## src/rtl/sap_pkg.sv

```systemverilog
// Shared SAP definitions: bus width and the data word type.
package sap_pkg;

   localparam int DATA_W = 16;

   typedef logic [DATA_W-1:0] data_t;

endpackage : sap_pkg

```

## src/rtl/out_buf_mem.sv

```systemverilog
// Storage array for out_buf: DEPTH x WIDTH registers, one synchronous
// write port and one asynchronous read port. No reset, since contents are
// only ever read behind a valid occupancy count.
module out_buf_mem
   import sap_pkg::*;
#(
   parameter int WIDTH = DATA_W,
   parameter int DEPTH = 4,
   parameter int AW    = $clog2(DEPTH)
) (
   input  logic             clk,
   input  logic             we,
   input  logic [AW-1:0]    waddr,
   input  logic [WIDTH-1:0] wdata,
   input  logic [AW-1:0]    raddr,
   output logic [WIDTH-1:0] rdata
);

   logic [WIDTH-1:0] mem [DEPTH];

   // Write the addressed entry on an accepted push.
   always_ff @(posedge clk) begin
      if (we) begin
         mem[waddr] <= wdata;
      end
   end

   assign rdata = mem[raddr];

endmodule : out_buf_mem

```

## src/rtl/out_buf.sv

```systemverilog
// out_buf: buffered CPU output port. Bus writes queue in a DEPTH-entry
// FIFO, a consumer drains it with valid/ready, and `display` holds the
// most recently drained value.
// Optional feature: define OUT_BUF_OVF_FLAG_EN to build a sticky
// overflow flag set by any dropped push; otherwise `ovf` is tied low.
module out_buf
   import sap_pkg::*;
#(
   parameter int WIDTH = DATA_W,
   parameter int DEPTH = 4,
   parameter int CW    = $clog2(DEPTH) + 1
) (
   input  logic             clk,
   input  logic             rst_n,
   input  logic [WIDTH-1:0] bus,
   input  logic             out_write,
   output logic             out_full,
   output logic [WIDTH-1:0] out_data,
   output logic             out_valid,
   input  logic             out_ready,
   output logic [WIDTH-1:0] display,
   output logic [CW-1:0]    count,
   output logic             ovf
);

   localparam int AW = $clog2(DEPTH);
   localparam logic [CW-1:0] FULL_CNT = CW'(DEPTH);

   logic [AW-1:0] wr_ptr;
   logic [AW-1:0] rd_ptr;
   logic          push;
   logic          pop;

   // Flags decode from the registered count only, so the control unit
   // sees no combinational path from out_write/out_ready.
   assign out_full  = (count == FULL_CNT);
   assign out_valid = (count != '0);

   // A push against a full FIFO is dropped even if a pop frees a slot on
   // the same edge; fullness is judged on current state.
   assign push = out_write & ~out_full;
   assign pop  = out_valid & out_ready;

   out_buf_mem #(
      .WIDTH (WIDTH),
      .DEPTH (DEPTH),
      .AW    (AW)
   ) u_mem (
      .clk   (clk),
      .we    (push),
      .waddr (wr_ptr),
      .wdata (bus),
      .raddr (rd_ptr),
      .rdata (out_data)
   );

   // Pointers wrap naturally at DEPTH (power of two); count tracks
   // occupancy explicitly so full and empty are unambiguous.
   always_ff @(posedge clk) begin
      if (!rst_n) begin
         wr_ptr <= '0;
         rd_ptr <= '0;
         count  <= '0;
      end else begin
         if (push) wr_ptr <= wr_ptr + AW'(1);
         if (pop)  rd_ptr <= rd_ptr + AW'(1);
         if (push && !pop)      count <= count + CW'(1);
         else if (pop && !push) count <= count - CW'(1);
      end
   end

   // Capture the head entry as it leaves, for static indicators.
   always_ff @(posedge clk) begin
      if (!rst_n) begin
         display <= '0;
      end else if (pop) begin
         display <= out_data;
      end
   end

`ifdef OUT_BUF_OVF_FLAG_EN
   logic ovf_q;

   // Sticky until reset: any push presented while full.
   always_ff @(posedge clk) begin
      if (!rst_n) begin
         ovf_q <= 1'b0;
      end else if (out_write && out_full) begin
         ovf_q <= 1'b1;
      end
   end

   assign ovf = ovf_q;
`else
   assign ovf = 1'b0;
`endif

endmodule : out_buf

```

## config.mk

```make
export PLATFORM = sky130hd
export DESIGN_NAME = out_buf
export DESIGN_NICKNAME = d
export VERILOG_FILES = /design/src/rtl/sap_pkg.sv /design/src/rtl/out_buf_mem.sv /design/src/rtl/out_buf.sv
export SDC_FILE = /design/constraint.sdc
export NUM_CORES = 1
export LEC_CHECK = 0
export CORE_MARGIN = 2
export CORE_UTILIZATION = 49
export CTS_BUF_LIST = sky130_fd_sc_hd__clkbuf_8
export CTS_CLUSTER_DIAMETER = 200
export DETAILED_ROUTE_END_ITERATION = 10
export PLACE_DENSITY = 0.78
export SETUP_SLACK_MARGIN = 0.02
export SLEW_MARGIN = 20
export SYNTH_ARGS = -nofsm -noshare
export SYNTH_HDL_FRONTEND = slang
export SYNTH_SLANG_ARGS = --single-unit
export TNS_END_PERCENT = 50
```

## constraint.sdc

```tcl
create_clock -name clk -period 1.99 [get_ports clk]
set_input_delay 0.4975 -clock clk [delete_from_list [all_inputs] [get_ports clk]]
set_output_delay 0.4975 -clock clk [all_outputs]
set_load 0.01 [all_outputs]
```

Yosys cells after proc, flatten, opt, wreduce, memory -nomap -nowiden --
Memory sizes are Yosys's and may differ from the RTL's. A register that Yosys moved wholly into a read port is not among the register bits. Cells that the tools add are included.
Storage, ports and cells: word-level logic and storage cells 25, bits in registers 23, bits in writable memories 64, input bits 20, memories 1, output and inout port bits 38
Cells by class: reduce and logical (&&, ||, !) cells 6, mux-type cells 6, add/sub/neg operators 4, equal/unequal tests 1, bitwise operators 3
Memories:
- u_mem.mem | depth 4, width 16, rd ports 1, clocked after memory_dff 1, write ports 1, line out_buf_mem.sv:19 | logic [WIDTH-1:0] mem [DEPTH];
Operators with widths (number):
- $mux 3 | 2
- $add 2x1->2 const B | 2
- $mux 2 | 2
- $add 3x1->3 const B | 1
- $eq 3x3->1 const B | 1
- $reduce_bool 3->1 | 1
- $sub 3x1->3 const B | 1
- $and 1x1->1 | 2
- $logic_and 1x1->1 | 2
- $logic_not 1->1 | 2
- $mux 1 | 2
- $reduce_bool 2->1 | 1
- $not 1->1 | 1

Depth between registers and ports, before layout --
depth after elaboration 7, mapped depth 10, depth with buffers taken out 9

Modules after synthesis --
From an unflattened synthesis, not the netlist that was laid out.
Unflattened totals: cell total of the unflattened synthesis 198, area, all modules 3472.1 µm²
By module, submodules not included:
- out_buf_mem | area an instance 2377.3 µm², cells each 88, times used 1, seq. area each 1921.8 µm²
- out_buf | area an instance 1094.8 µm², cells each 110, times used 1, seq. area each 460.4 µm²

Worst setup path before layout --
OpenSTA, ideal clock, no wires.
path kind flip-flop to flip-flop, start point register count[0], end point register count[2], period minus slack after synthesis 2239 ps, path slack -249 ps, data arrival time 2165 ps, stages on the path, launching flop included 11, buffers on the path 1, setup time 74 ps, data required time 1916 ps, cells stage by stage dfxtp_1 > or3b_1 > clkbuf_1 > inv_2 > nor2_1 > ha_1 > inv_1 > fa_1 > xor2_1 > or3_1 > a21oi_1
On the way: longest elaborated chain between the ends 6, elaborated cells on any way between the ends 14, those cells by class 2 x add/sub; 1 x eq/ne; 2 x mux; 3 x bitwise; 6 x reduce/logical
RTL lines:
- from (decl) | line out_buf.sv:22 | output logic [CW-1:0] count,
- from (signal assigned) | line out_buf.sv:67 | if (push && !pop) count <= count + CW'(1);
- from (signal assigned) | line out_buf.sv:68 | else if (pop && !push) count <= count - CW'(1);
- $eq 3x3->1 * | line out_buf.sv:36 | assign out_full = (count == FULL_CNT);
- net out_full | line out_buf.sv:17 | output logic out_full,
- $not 1->1 * | line out_buf.sv:41 | assign push = out_write & ~out_full;
- $and 1x1->1 * | line out_buf.sv:41
- net push | line out_buf.sv:31 | logic push;
- $logic_not 1->1 | line out_buf.sv:68
- $logic_and 1x1->1 | line out_buf.sv:68
- $reduce_bool 2->1 (no source line)
The timed path passes the listed nets; every way through them passes the cells marked *. The select of a mux whose other input is x is not followed. A chain may end at the register's enable or synchronous reset.

==> results <==
- Across all setup checks in the final design, the least slack found is -93.7 ps.
- The placed cell count is 314.
- Dividing the detail-routed via count by the number of cells gives 5.49.
- The maximum vdd ir drop is 0.744 mV.
- For this design the ratio of total power to cell area is 1310 nW/um^2.
- The critical path crosses 3 cells after its start point.
- The die extent in x is 86.1 um.
- The global placement routability congestion is 0.711.
- The largest single stage delay on the critical path is 550 ps.
- The HPWL reported at the end of detailed placement is 3920 um.
- The number of filler instances in the final layout is 433.
- Cells fill 69.5% of the core in the end.
- The clock latency at the later pin of the worst-skew pair is 350 ps.
- The cell with the largest stage delay on the worst path is sky130_fd_sc_hd__mux4_2.
- During I/O placement, the number of pins put on the boundary was 58.
- The number of flops mapped to enable cells by yosys is 64.
- The internal reg-to-reg setup slack is 30 ps.
- The top cell types in the final layout, fill and taps aside, are sky130_fd_sc_hd__edfxtp_1, sky130_fd_sc_hd__clkdlybuf4s50_1, sky130_fd_sc_hd__dfxtp_1.
- Along the worst path, the maximum fanout reaches 8.
- The post-route antenna net violation count is 0.
- Summing internal, switching and leakage power gives 5.85 mW.
- The share of cells above drive strength 1 is 31.8%.
- The endpoint identified for the worst register-to-register timing path is count[2].
- The startpoint identified for the worst register-to-register timing path is count[2].
- The number of antenna violations at the first check in global routing is 0.
- The first-pass detailed-route iteration total is 4.
- Before CTS, the worst setup slack after placement is -354 ps.
- In the synthesized netlist, the number of instances is 172.
- CTS built an H-tree with a depth of 3.
- Of the available clock period, the critical path in the final layout requires 105%.
- The total global-route track usage is 17.7%.
- Summing all non-filler instances in the final layout gives an area of 4460 sq um.
- Row generation in the floorplan step produced 29 rows.
- The category of cells accounting for the largest share of critical-path delay is multiplexers.
- The cell at the root of the clock tree is sky130_fd_sc_hd__clkbuf_8.
- The data arrival time of the critical path is 1590 ps.
- The flow ran to the end, but the final reports show violations.
- Data on the critical path is required at its endpoint by 1490 ps.
- The area growth from synthesis to layout is 35.2%.
- The async set-or-reset flop fraction in the synthesized netlist is 0%.
- In the routed design, unresolved DRC markers number 0.
- Counting flops and latches in the post-synthesis netlist gives 89.
- The register clock-pin slew on the reported worst setup and hold paths is 80 ps.
- Counting cells, the worst reg-to-reg path comes to 9.
- Counting the buffers created by CTS gives 9.
- The total die area is 7410 sq um.
- For this run, the number of Yosys warnings is 0.
- Buffers placed on the I/O ports in this run total 56.
- The iteration-0 DRC count of the detailed router is 103.
- The checks that failed: negative setup slack.
- The placed instance area is 4130 sq um.
- Leaving out fill and tap cells, the most frequent cell in the layout is sky130_fd_sc_hd__edfxtp_1.
- The pin count of the biggest net entering global routing is 17.
- The number of maximum-capacitance constraint violations is 0.
- The maximum clock frequency is 480 MHz.
- The number of cells traversed by the worst hold path is 1.
- The number of global-route vias before repair is 1,916.
- For the final database, setup skew stands at 11.5 ps.
- Walking the worst path, the cells encountered are buf_16 -> mux4_2 -> buf_6.
- The critical path capture point type is an output port.
- The initial cell density of the core is 51.4%.
- The final hold violation count was 0.
- The number of standard cells in the layout, taps in and fillers out is 335.
- The core box area is 6420 sq um.
- When the netlist entered floorplanning its net count stood at 198.
- The summed negative setup slack over all endpoints is -1070 ps.
- Synthesis instantiated 29 different standard cells from the library.
- TritonCTS built the clock tree.
- The via total after detailed routing is 1,839.
- The origin of the worst min-delay path is display[2].
- The deepest clock path buffer count is 2.
- The worst hold path terminates at display[2].
- From bottom edge to top edge, the die measures 86.1 um.
- The final layout net count is 279.
- The final number of setup-violating endpoints is 16.
- The wire length of the first global-routing pass is 9740 um.
- The final routed wire length divided by cell count is 18.1 um.
- The sequential share of the synthesized area is 73.4%.
- The critical path is of the reg2out type.
- The netlist area before placement is 3300 sq um.
- The leakage dissipation is 1.60 nW.
- The final layout contains routed wiring with a total length of 6050 um.
- The startpoint class of the critical path is a register.
- The total grt overflow is 0.
- The number of antenna diodes is 0.
- Counting both buffers and inverters, the worst setup path holds a total of 2.
- The leading register cell type out of synthesis is sky130_fd_sc_hd__edfxtp_1.
- The classification of the worst-slack hold path is reg2reg.
- Each instance of the synthesized netlist takes up on average 19.2 sq um.
- The worst hold slack is 481 ps.
- The number of slew-limit violations in the final report is 0.
- Counting every sink on the clock net gives 89.
- Subtracting the final worst setup slack from the clock period gives 2080 ps.
- Setup repair after global routing could not meet its margin everywhere.
registers in the layout, indices dropped and copies added (netlist names), named ones only:
signal	cells
rd_ptr	2
count	3
wr_ptr	2
u_mem.mem	64
display	16
area by class of cell:
class	count	area (sq um)	share of cell area, %
clock buffers	9	124	2.78
flip-flops and latches	89	2440	54.6
well taps	77	96.3	2.16
clock inverters	7	119	2.66
inverters	6	25.0	0.561
repair buffers	78	866	19.4
multi-input cells	69	795	17.8
worst register-to-register path: stages (launching register included):
cell and delay (ps):
sky130_fd_sc_hd__dfxtp_4 370, sky130_fd_sc_hd__or3b_4 250, sky130_fd_sc_hd__inv_4 40, sky130_fd_sc_hd__nor2_1 100, sky130_fd_sc_hd__ha_2 190, sky130_fd_sc_hd__inv_2 40
sky130_fd_sc_hd__fa_2 320, sky130_fd_sc_hd__xor2_1 150, sky130_fd_sc_hd__or3_1 310, sky130_fd_sc_hd__a21oi_1 120
Yosys cell counts (2+ instances only):
cell type	number	area share [%]
sky130_fd_sc_hd__nor2_1	7	0.80
sky130_fd_sc_hd__mux4_2	16	11
sky130_fd_sc_hd__dfxtp_1	25	15
sky130_fd_sc_hd__a21oi_1	3	0.45
sky130_fd_sc_hd__buf_6	2	0.68
sky130_fd_sc_hd__edfxtp_1	64	58
sky130_fd_sc_hd__nand3_1	2	0.30
sky130_fd_sc_hd__buf_2	3	0.45
sky130_fd_sc_hd__o21ai_1	2	0.30
sky130_fd_sc_hd__ha_1	5	1.9
sky130_fd_sc_hd__inv_1	4	0.45
sky130_fd_sc_hd__xor2_1	4	1.1
sky130_fd_sc_hd__a22o_1	16	4.2
sky130_fd_sc_hd__and3_1	4	0.76
routing by layer:
| layer | share of wire [%] | track usage [%] |
|---|---|---|
| met1 | 41 | 21.2 |
| met2 | 54 | 31.3 |
| met3 | 5.0 | 5.49 |
| met4 | 0.31 | 4.04 |
| met5 | 0 | 0 |
worst max path at each step:
stage                         start     endpoint  slack (ps)
after floorplan            count[2]     count[2]          -5
after global routing       register  out_data[3]        -140
after global placement    out_write     count[2]        -320
after detailed placement  out_write     count[2]        -350
final                      register  out_data[3]         -90
after CTS                  register  out_data[5]        -120
cells by family after synthesis:
| group | count (synthesis) | synth area share [%] |
|---|---|---|
| adders and majority gates | 6 | 2.50 |
| other | 1 | 0.114 |
| and+or+nand+nor | 16 | 2.65 |
| DFF | 89 | 73.4 |
| buffers and inverters | 14 | 2.77 |
| muxes | 17 | 11.2 |
| xor gates and xnor gates | 4 | 1.06 |
| AOI/OAI and AO/OA | 25 | 6.29 |
power by group:
group	total, mW	leakage (nW)	internal (mW)	switching, mW
Clock	1.44	0.121	0.836	0.608
Sequential	2.44	0.794	2.28	0.159
Combinational	1.97	0.684	1.17	0.793
timing repair:
| action | CTS | global route |
|---|---|---|
| endpoints found under the hold margin | 0 | 0 |
| cloned | 1 | 0 |
| setup endpoints to repair | 19 | 19 |
| pin swaps | 0 | 1 |
| hold buffers | 0 | 0 |
| gates resized for setup | 86 | 4 |
| buffers inserted | 1 | 3 |
Note: power is estimated with default switching activity, not from simulation.
